File: config.mk
export PLATFORM = sky130hd
export DESIGN_NAME = dac_volume_ramp
export DESIGN_NICKNAME = d
export VERILOG_FILES = /design/src/rtl/dac_volume_ramp.sv
export SDC_FILE = /design/constraint.sdc
export NUM_CORES = 1
export LEC_CHECK = 0
export BUFFER_PORTS_ARGS = -buffer_cell sky130_fd_sc_hd__buf_2
export CORE_MARGIN = 2
export CORE_UTILIZATION = 45
export DETAILED_ROUTE_END_ITERATION = 8
export PLACE_DENSITY = 0.63
export SYNTH_ARGS = -nofsm -noshare
export SYNTH_HDL_FRONTEND = slang
export SYNTH_SLANG_ARGS = --single-unit
File: constraint.sdc
create_clock -name i_clk48 -period 8.7 [get_ports i_clk48]
set_input_delay 0.435 -clock i_clk48 [delete_from_list [all_inputs] [get_ports i_clk48]]
set_output_delay 0.435 -clock i_clk48 [all_outputs]
set_load 0.05 [all_outputs]
File: src/rtl/dac_volume_ramp.sv
// -----------------------------------------------------------------------------
// dac_volume_ramp
//
// Soft volume ramp controller that sits in front of the PCM1780 control-bus
// serializer. A CSR supplies a target volume and a mute level. The block walks
// the applied DAC volume toward the effective target one step at a time, so
// large jumps never reach the DAC as audible zipper noise. Each applied step
// is handed to the serializer as a one-cycle strobe plus the new 8-bit volume.
// Strobes are spaced STEP_CYCLES apart, which is long enough for a full serial
// control frame to complete before the next one starts.
//
// After reset the block first issues one strobe at volume 0x00. This puts the
// DAC back in step with the internal state, whatever the DAC held before.
//
// Ports
//   i_clk48         in   1  system clock (48 MHz), sole clock
//   i_rst48         in   1  synchronous active-high reset
//   i_target_valid  in   1  one-cycle pulse: capture i_target
//   i_target        in   8  requested volume (0x00 min .. 0xFF max)
//   i_mute          in   1  level; forces the effective target to 0x00
//   o_valid         out  1  one-cycle strobe to the serializer
//   o_volume        out  8  currently applied volume (always valid)
//   o_busy          out  1  high while resyncing or not yet at the target
// -----------------------------------------------------------------------------
module dac_volume_ramp #(
    parameter int unsigned STEP_CYCLES = 48000,
    parameter int unsigned STEP_SIZE   = 1
) (
    input  logic       i_clk48,
    input  logic       i_rst48,
    input  logic       i_target_valid,
    input  logic [7:0] i_target,
    input  logic       i_mute,
    output logic       o_valid,
    output logic [7:0] o_volume,
    output logic       o_busy
);

    // Reject parameter values that would break frame spacing or the step math.
    generate
        if (STEP_CYCLES < 320) begin : g_bad_step_cycles_low
            $error("dac_volume_ramp: STEP_CYCLES must be >= 320");
        end
        if (STEP_CYCLES > 1048575) begin : g_bad_step_cycles_high
            $error("dac_volume_ramp: STEP_CYCLES must fit in 20 bits");
        end
        if ((STEP_SIZE < 1) || (STEP_SIZE > 255)) begin : g_bad_step_size
            $error("dac_volume_ramp: STEP_SIZE must be 1..255");
        end
    endgenerate

    localparam logic [19:0] TIMER_RELOAD = 20'(STEP_CYCLES - 1);
    localparam logic [8:0]  STEP9        = 9'(STEP_SIZE);

    typedef enum logic [1:0] {
        ST_INIT = 2'd0,
        ST_IDLE = 2'd1,
        ST_RAMP = 2'd2
    } state_t;

    state_t      state_q, state_d;
    logic [7:0]  tgt_q,   tgt_d;
    logic [7:0]  cur_q,   cur_d;
    logic [19:0] timer_q, timer_d;
    logic        valid_q, valid_d;

    logic [7:0]  eff;
    logic        timer_zero;
    logic        strobe;
    logic [8:0]  up_gap;
    logic [8:0]  dn_gap;
    logic [8:0]  up_step;
    logic [8:0]  dn_step;
    logic [8:0]  cur_up9;
    logic [8:0]  cur_dn9;

    // Mute acts combinationally, so it is seen in the same cycle it changes.
    assign eff        = i_mute ? 8'h00 : tgt_q;
    assign timer_zero = (timer_q == 20'd0);

    // 9-bit distance to the target in each direction. Only the one that
    // matches the actual direction is used. Clamping the step to that
    // distance keeps cur from overshooting eff and from wrapping.
    assign up_gap  = {1'b0, eff}   - {1'b0, cur_q};
    assign dn_gap  = {1'b0, cur_q} - {1'b0, eff};
    assign up_step = (up_gap < STEP9) ? up_gap : STEP9;
    assign dn_step = (dn_gap < STEP9) ? dn_gap : STEP9;
    assign cur_up9 = {1'b0, cur_q} + up_step;
    assign cur_dn9 = {1'b0, cur_q} - dn_step;

    // Next-state and strobe decision.
    always_comb begin
        state_d = state_q;
        cur_d   = cur_q;
        strobe  = 1'b0;
        // A target write is always accepted, even mid-ramp. The ramp logic
        // then simply chases the new value from the next cycle on.
        tgt_d   = i_target_valid ? i_target : tgt_q;

        case (state_q)
            ST_INIT: begin
                // Resync strobe: re-send the current (reset) volume once.
                if (timer_zero) begin
                    strobe  = 1'b1;
                    state_d = ST_IDLE;
                end
            end
            ST_IDLE: begin
                // Only arm the ramp here. The first step happens from RAMP,
                // so the step timing is the same for every entry path.
                if (cur_q != eff) begin
                    state_d = ST_RAMP;
                end
            end
            ST_RAMP: begin
                if (cur_q == eff) begin
                    state_d = ST_IDLE;
                end else if (timer_zero) begin
                    strobe = 1'b1;
                    if (eff > cur_q) begin
                        cur_d = cur_up9[7:0];
                    end else begin
                        cur_d = cur_dn9[7:0];
                    end
                end
            end
            default: begin
                state_d = ST_INIT;
            end
        endcase

        // The spacing timer restarts on every strobe and then runs down to 0.
        // A later ramp request therefore still waits out the remaining time.
        if (strobe) begin
            timer_d = TIMER_RELOAD;
        end else if (!timer_zero) begin
            timer_d = timer_q - 20'd1;
        end else begin
            timer_d = 20'd0;
        end

        valid_d = strobe;
    end

    always_ff @(posedge i_clk48) begin
        if (i_rst48) begin
            state_q <= ST_INIT;
            tgt_q   <= 8'h00;
            cur_q   <= 8'h00;
            timer_q <= 20'd0;
            valid_q <= 1'b0;
        end else begin
            state_q <= state_d;
            tgt_q   <= tgt_d;
            cur_q   <= cur_d;
            timer_q <= timer_d;
            valid_q <= valid_d;
        end
    end

    assign o_valid  = valid_q;
    assign o_volume = cur_q;
    assign o_busy   = (state_q == ST_INIT) | (cur_q != eff);

endmodule
Word-level counts from Yosys, hierarchy flattened
Cells that the tools add are included.
{"block": "word_totals", "wordCells": 41, "ff_bits": 39, "latch_bits": 0, "ram_bits": 0, "mem_count": 0, "input_bits": 12, "output_inout_bits": 10, "mem_bits_ro": 0}
{"block": "classes", "n_eq_ne": 7, "reduce_logical": 5, "multipliers": 0, "n_bitwise": 2, "mux": 13, "n_addsub": 5, "div": 0, "n_lt_le_gt_ge": 3, "n_shift": 0}
{"cell": "two-way mux 16 bit", "n": 2}
{"cell": "two-way mux 8 bit", "n": 4}
{"cell": "zero test 20 bit", "n": 1}
{"cell": "subtractor 20 x 1 -> 20 bit (second input constant)", "n": 1}
{"cell": "less-than comparator 9 x 1 -> 1 bit (second input constant)", "n": 2}
{"cell": "subtractor 8 x 8 -> 9 bit", "n": 2}
{"cell": "adder 8 bit", "n": 1}
{"cell": "== test 8 bit", "n": 1}
{"cell": "greater-than comparator 8 bit", "n": 1}
{"cell": "inequality test 8 bit", "n": 1}
{"cell": "subtractor 8 bit", "n": 1}
{"cell": "two-way mux 2 bit", "n": 3}
{"cell": "inequality test 2 bit (second input constant)", "n": 3}
{"cell": "case mux 2 bit (3 select lines)", "n": 1}
{"cell": "AND reduction 3 bit", "n": 2}
{"cell": "OR reduction 3 bit", "n": 1}
{"cell": "== test 2 x 1 -> 1 bit (second input constant)", "n": 1}
{"cell": "== test 2 bit (second input constant)", "n": 1}
{"cell": "zero test 2 bit", "n": 1}
{"cell": "two-way mux 1 bit", "n": 2}
{"cell": "case mux 1 bit (2 select lines)", "n": 1}
{"cell": "inverter 1 bit", "n": 1}
{"cell": "OR 1 bit", "n": 1}

Logic depth before layout (Yosys ltp)
{"block": "depth", "ltp_word": 6, "depth_mapped": 21, "depth_no_buf": 21}

Least setup slack after synthesis
OpenSTA, ideal clock, no wires.
{"block": "synth_timing", "kind": "flip-flop to flip-flop", "startpoint": "register cur_q[1] (netlist: o_volume[1])", "endpoint": "register cur_q[7] (netlist: o_volume[7])", "arrival_ps": 4242, "path_stages_with_launch": 19, "setup_slack_ps": 4334, "required_ps": 8577, "period_less_slack_ps": 4366, "n_path_buf": 0, "path_cell_list": "dfxtp_1 -> inv_1 -> ha_1 -> nand2b_1 -> a211oi_1 -> or3_1 -> a21oi_1 -> nand2_1 -> nor3_1 -> ha_1 -> nand2_1 -> ha_1 -> nor2b_1 -> o2111ai_1 -> nand3_1 -> nand2_1 -> or4bb_1 -> o211ai_1 -> mux2_1"}
{"block": "synth_via", "elab_chain_len": 5, "word_cells_on_any_way": 13, "classes_between": "add/sub: 4; order compare: 3; eq/ne: 1; mux: 3; bitwise: 1; reduce/logical: 1"}
{"element": "from (decl)", "line": "63", "source": "logic [7:0] cur_q, cur_d;"}
{"element": "from (signal assigned)", "line": "155", "source": "cur_q <= cur_d;"}
{"element": "subtractor 8 x 8 -> 9 bit, on equally long branches", "line": "85, 84"}
{"element": "less-than comparator 9 x 1 -> 1 bit, on equally long branches", "line": "87, 86"}
{"element": "two-way mux 8 bit, on equally long branches", "line": "87, 86"}
{"element": "subtractor 8 bit or adder 8 bit (tied branches)", "line": "89, 88"}
{"element": "two-way mux 8 bit", "line": "120", "source": "if (eff > cur_q) begin"}
Parallel ways exist; a longest one is shown, timed or not.
A chain may end at the register's enable or synchronous reset.

Final worst setup path
{"block": "layout_timing", "startpoint": "register cur_q[3] (netlist: o_volume[3])", "endpoint": "register cur_q[7] (netlist: o_volume[7])"}
Same word-level chain as after synthesis.

==> flow_metrics.env <==
export IMPL_rsz0062_at_grt="no"
export IMPL_synth_seq_area_share_pct=26.4
export IMPL_ant_nets=0
export IMPL_die_width_um=85.0
export IMPL_min_delay_worst_endpoint="tgt_q[3]"
export IMPL_number_of_synthesized_flops_with_an_enable_pin=0
export IMPL_numCtsBuffers=5
export IMPL_route_detailed_drc=0
export IMPL_worstHoldStart="i_target[3]"
export IMPL_avgRoutedWirePerCell_um=13.7
export IMPL_worstSetupEndpointType="register"
export IMPL_core_rowCount=29
export IMPL_grt_first_pass_wirelength_um=10900
export IMPL_postSynthRegisterBits=39
export IMPL_postcts_setup_bufs=0
export IMPL_antenna_violations_before_repair=0
export IMPL_syn_area_um2=2950
export IMPL_worst_r2r_endpoint="o_volume[7]"
export IMPL_synthDistinctLibCells=59
export IMPL_synth_fp_nets=401
export IMPL_finalSetupViolCount=0
export IMPL_max_cap_viol_count=0
export IMPL_worst_endpoint_required_time_ps=8900
export IMPL_worst_r2r_startpoint="o_volume[3]"
export IMPL_starting_density_pct=46.5
export IMPL_area_growth_syn_to_layout_pct=8.73
export IMPL_peak_fanout_along_the_critical_path=10
export IMPL_design_core_area_um2=6350
export IMPL_place_detailed_hpwl_um=4720
export IMPL_worst_r2r_path_depth=16
export IMPL_maxClockFrequency_mhz=221
export IMPL_mapped_avg_cell_area_um2=8.23
export IMPL_most_frequent_cells_in_the_layout="nor2_1 (50), dfxtp_1 (39), ha_1 (27)"
export IMPL_most_frequent_standard_cell_in_the_layout_excluding_fill_and_tap_cells="nor2_1"
export IMPL_dieHeight_um=85.0
export IMPL_clk_path_buf_depth=2
export IMPL_p_per_area_nw_per_um2=237
export IMPL_global_route_usage_met2_pct=29.0
export IMPL_cp_data_arrival_time_ps=4720
export IMPL_grt_pass1_vias=2295
export IMPL_cts_tree="yes"
export IMPL_post_route_cells_drive_above_1_share_pct=12.8
export IMPL_globalplace_congestion=0.881
export IMPL_grt_util_met1_pct=26.3
export IMPL_synth_main_ff_cell="dfxtp_1"
export IMPL_grt_max_degree=22
export IMPL_tns_ps=0
export IMPL_yosysWarningCount=0
export IMPL_h_tree_depth=2
export IMPL_drt_pre_antenna_iters=4
export IMPL_timing_reg2reg_setup_slack_ps=4180
export IMPL_clock_sinks=39
export IMPL_buffer_ports_inserted=21
export IMPL_clock_tree_root_cell="clkbuf_8"
export IMPL_report_final_slew_viol_count=0
export IMPL_grt_ovfl_total=0
export IMPL_timing_hold_worst_class="input port to register"
export IMPL_leakage_uw=0.00150
export IMPL_cts_repair_resized_insts=0
export IMPL_fillCellCount=619
export IMPL_critical_path_class="register to register"
export IMPL_gr_max_usage_layer="met2"
export IMPL_grtUsageTotal_pct=18.3
export IMPL_asyncSetResetFlopFracSynth_pct=0
export IMPL_route_final_wire_length_um=6200
export IMPL_vdd_drop_max_uv=164
export IMPL_hold_slack_ps=369
export IMPL_slew_headroom_pct=44.9
export IMPL_start_kind="register"
export IMPL_final_setup_skew_ps=11.0
export IMPL_hold_path_depth=3
export IMPL_drt_iter0_markers=95
export IMPL_synthesis_instances=359
export IMPL_routed_vias=2429
export IMPL_global_route_usage_met3_pct=3.50
export IMPL_report_final_hold_viol_count=0
export IMPL_insertion_delay_ps=310
export IMPL_cts_hold_fix_buffers=0
export IMPL_clock_pin_slew_on_the_worst_setup_and_hold_paths_ps=90
export IMPL_run_status="finished clean"
export IMPL_route_detailed_vias_per_inst=5.36
export IMPL_tightest_slew_ps=826
export IMPL_ioPinCount=22
export IMPL_timing_final_crit_period_ps=4520
export IMPL_fin_nets=417
export IMPL_final_period_utilization_pct=52.0
export IMPL_floorplan_die_area_um2=7230
export IMPL_n_antenna_cell=0
## worst max path at each step
stage | start | cells past startpoint | to
detailed placement | i_mute | 20 | o_volume[7]
finish | o_volume[3] | 16 | o_volume[7]
floorplan | o_volume[1] | 18 | o_volume[7]
global placement | i_mute | 18 | o_volume[7]
CTS | o_volume[6] | 16 | o_volume[7]
global route | o_volume[1] | 18 | o_volume[7]
## per-stage QoR
step / worst slack, ps / utilization (%) / area [um^2] / cells / total power [uW]
after CTS: 4200 / 50.6 / 3210 / 453 / 766
after detailed placement: 3950 / 48.7 / 3090 / 445 / 603
final: 4180 / 50.6 / 3210 / 453 / 760
after floorplan: 4330 / - / 2950 / 359 / 551
after global routing: 3750 / 50.6 / 3210 / 453 / 825
after global placement: 3940 / 48.7 / 3090 / 445 / 598
## power by group
group          total [uW]  leakage [uW]  switching, uW  internal, uW
registers             270      0.000319           45.3           225
clock network         162     0.0000587           74.8          87.1
logic                 329       0.00112            175           154
total                 760       0.00150            295           465
## Yosys cell counts (3+ instances only)
| cell type | count | area (um^2) |
|---|---|---|
| a21o_1 | 4 | 30.0 |
| nand2b_1 | 20 | 125 |
| inv_1 | 24 | 90.1 |
| a21oi_1 | 19 | 95.1 |
| nor2_1 | 50 | 188 |
| a211oi_1 | 3 | 22.5 |
| dfxtp_1 | 39 | 781 |
| o21ai_2 | 9 | 78.8 |
| mux2i_1 | 14 | 140 |
| and2_1 | 3 | 18.8 |
| xor2_1 | 7 | 61.3 |
| nand2_1 | 16 | 60.1 |
| nor3_1 | 9 | 45.0 |
| clkbuf_1 | 5 | 18.8 |
| and3_1 | 3 | 18.8 |
| fa_1 | 3 | 60.1 |
| o21ai_0 | 14 | 70.1 |
| nor4_1 | 5 | 31.3 |
| ha_1 | 27 | 338 |
| nand4_1 | 4 | 25.0 |
| nor2b_1 | 7 | 43.8 |
| buf_2 | 5 | 25.0 |
| o211ai_1 | 4 | 30.0 |
| xnor2_1 | 20 | 175 |
| o21bai_1 | 4 | 30.0 |
## final cells by class
type                       instances  area (um^2)  share of cell area (%)
multi-input combinational        283         2020                    62.9
sequential                        39          781                    24.3
timing repair buffer              21          105                    3.27
tap                               77         96.3                    3.00
inverter                          25         93.8                    2.92
clock buffer                       5         68.8                    2.14
clock inverter                     3         47.5                    1.48
## flip-flops by register name, indices dropped and copies added (netlist names)
name,flops
o_valid,1
o_volume,8
state_q,2
tgt_q,8
timer_q,20
## cell families (layout without fill, tap and decap cells)
group / Yosys count / count (layout) / synth area share (%)
DFF: 39 / 39 / 26.4
buffers and inverters: 37 / 54 / 5.21
adders and majority gates: 30 / 30 / 13.5
AOI/OAI and AO/OA: 72 / 72 / 16.5
xor gates and xnor gates: 27 / 27 / 8.01
muxes: 15 / 15 / 5.13
and+or+nand+nor: 138 / 138 / 25.1
other: 1 / 1 / 0.127
## critical path, stage by stage (launching register included)
cell and delay, ps:
dfxtp_1 470, inv_1 70, ha_1 430, o21ai_0 270, a21oi_1 90, o311ai_0 640
nor3_1 220, ha_1 260, nand2b_1 150, ha_1 330, and3_1 180, a21oi_1 170
nand3_1 120, nand2_1 110, or4bb_1 480, o211ai_1 100, mux2_1 330
## routing by layer
layer	up-vias	share of wire (%)
met1	1113	51
met2	30	45
met5	-	0
li1	1279	-
met3	7	3.5
met4	0	0.86
Note: power is estimated with default switching activity, not from simulation.
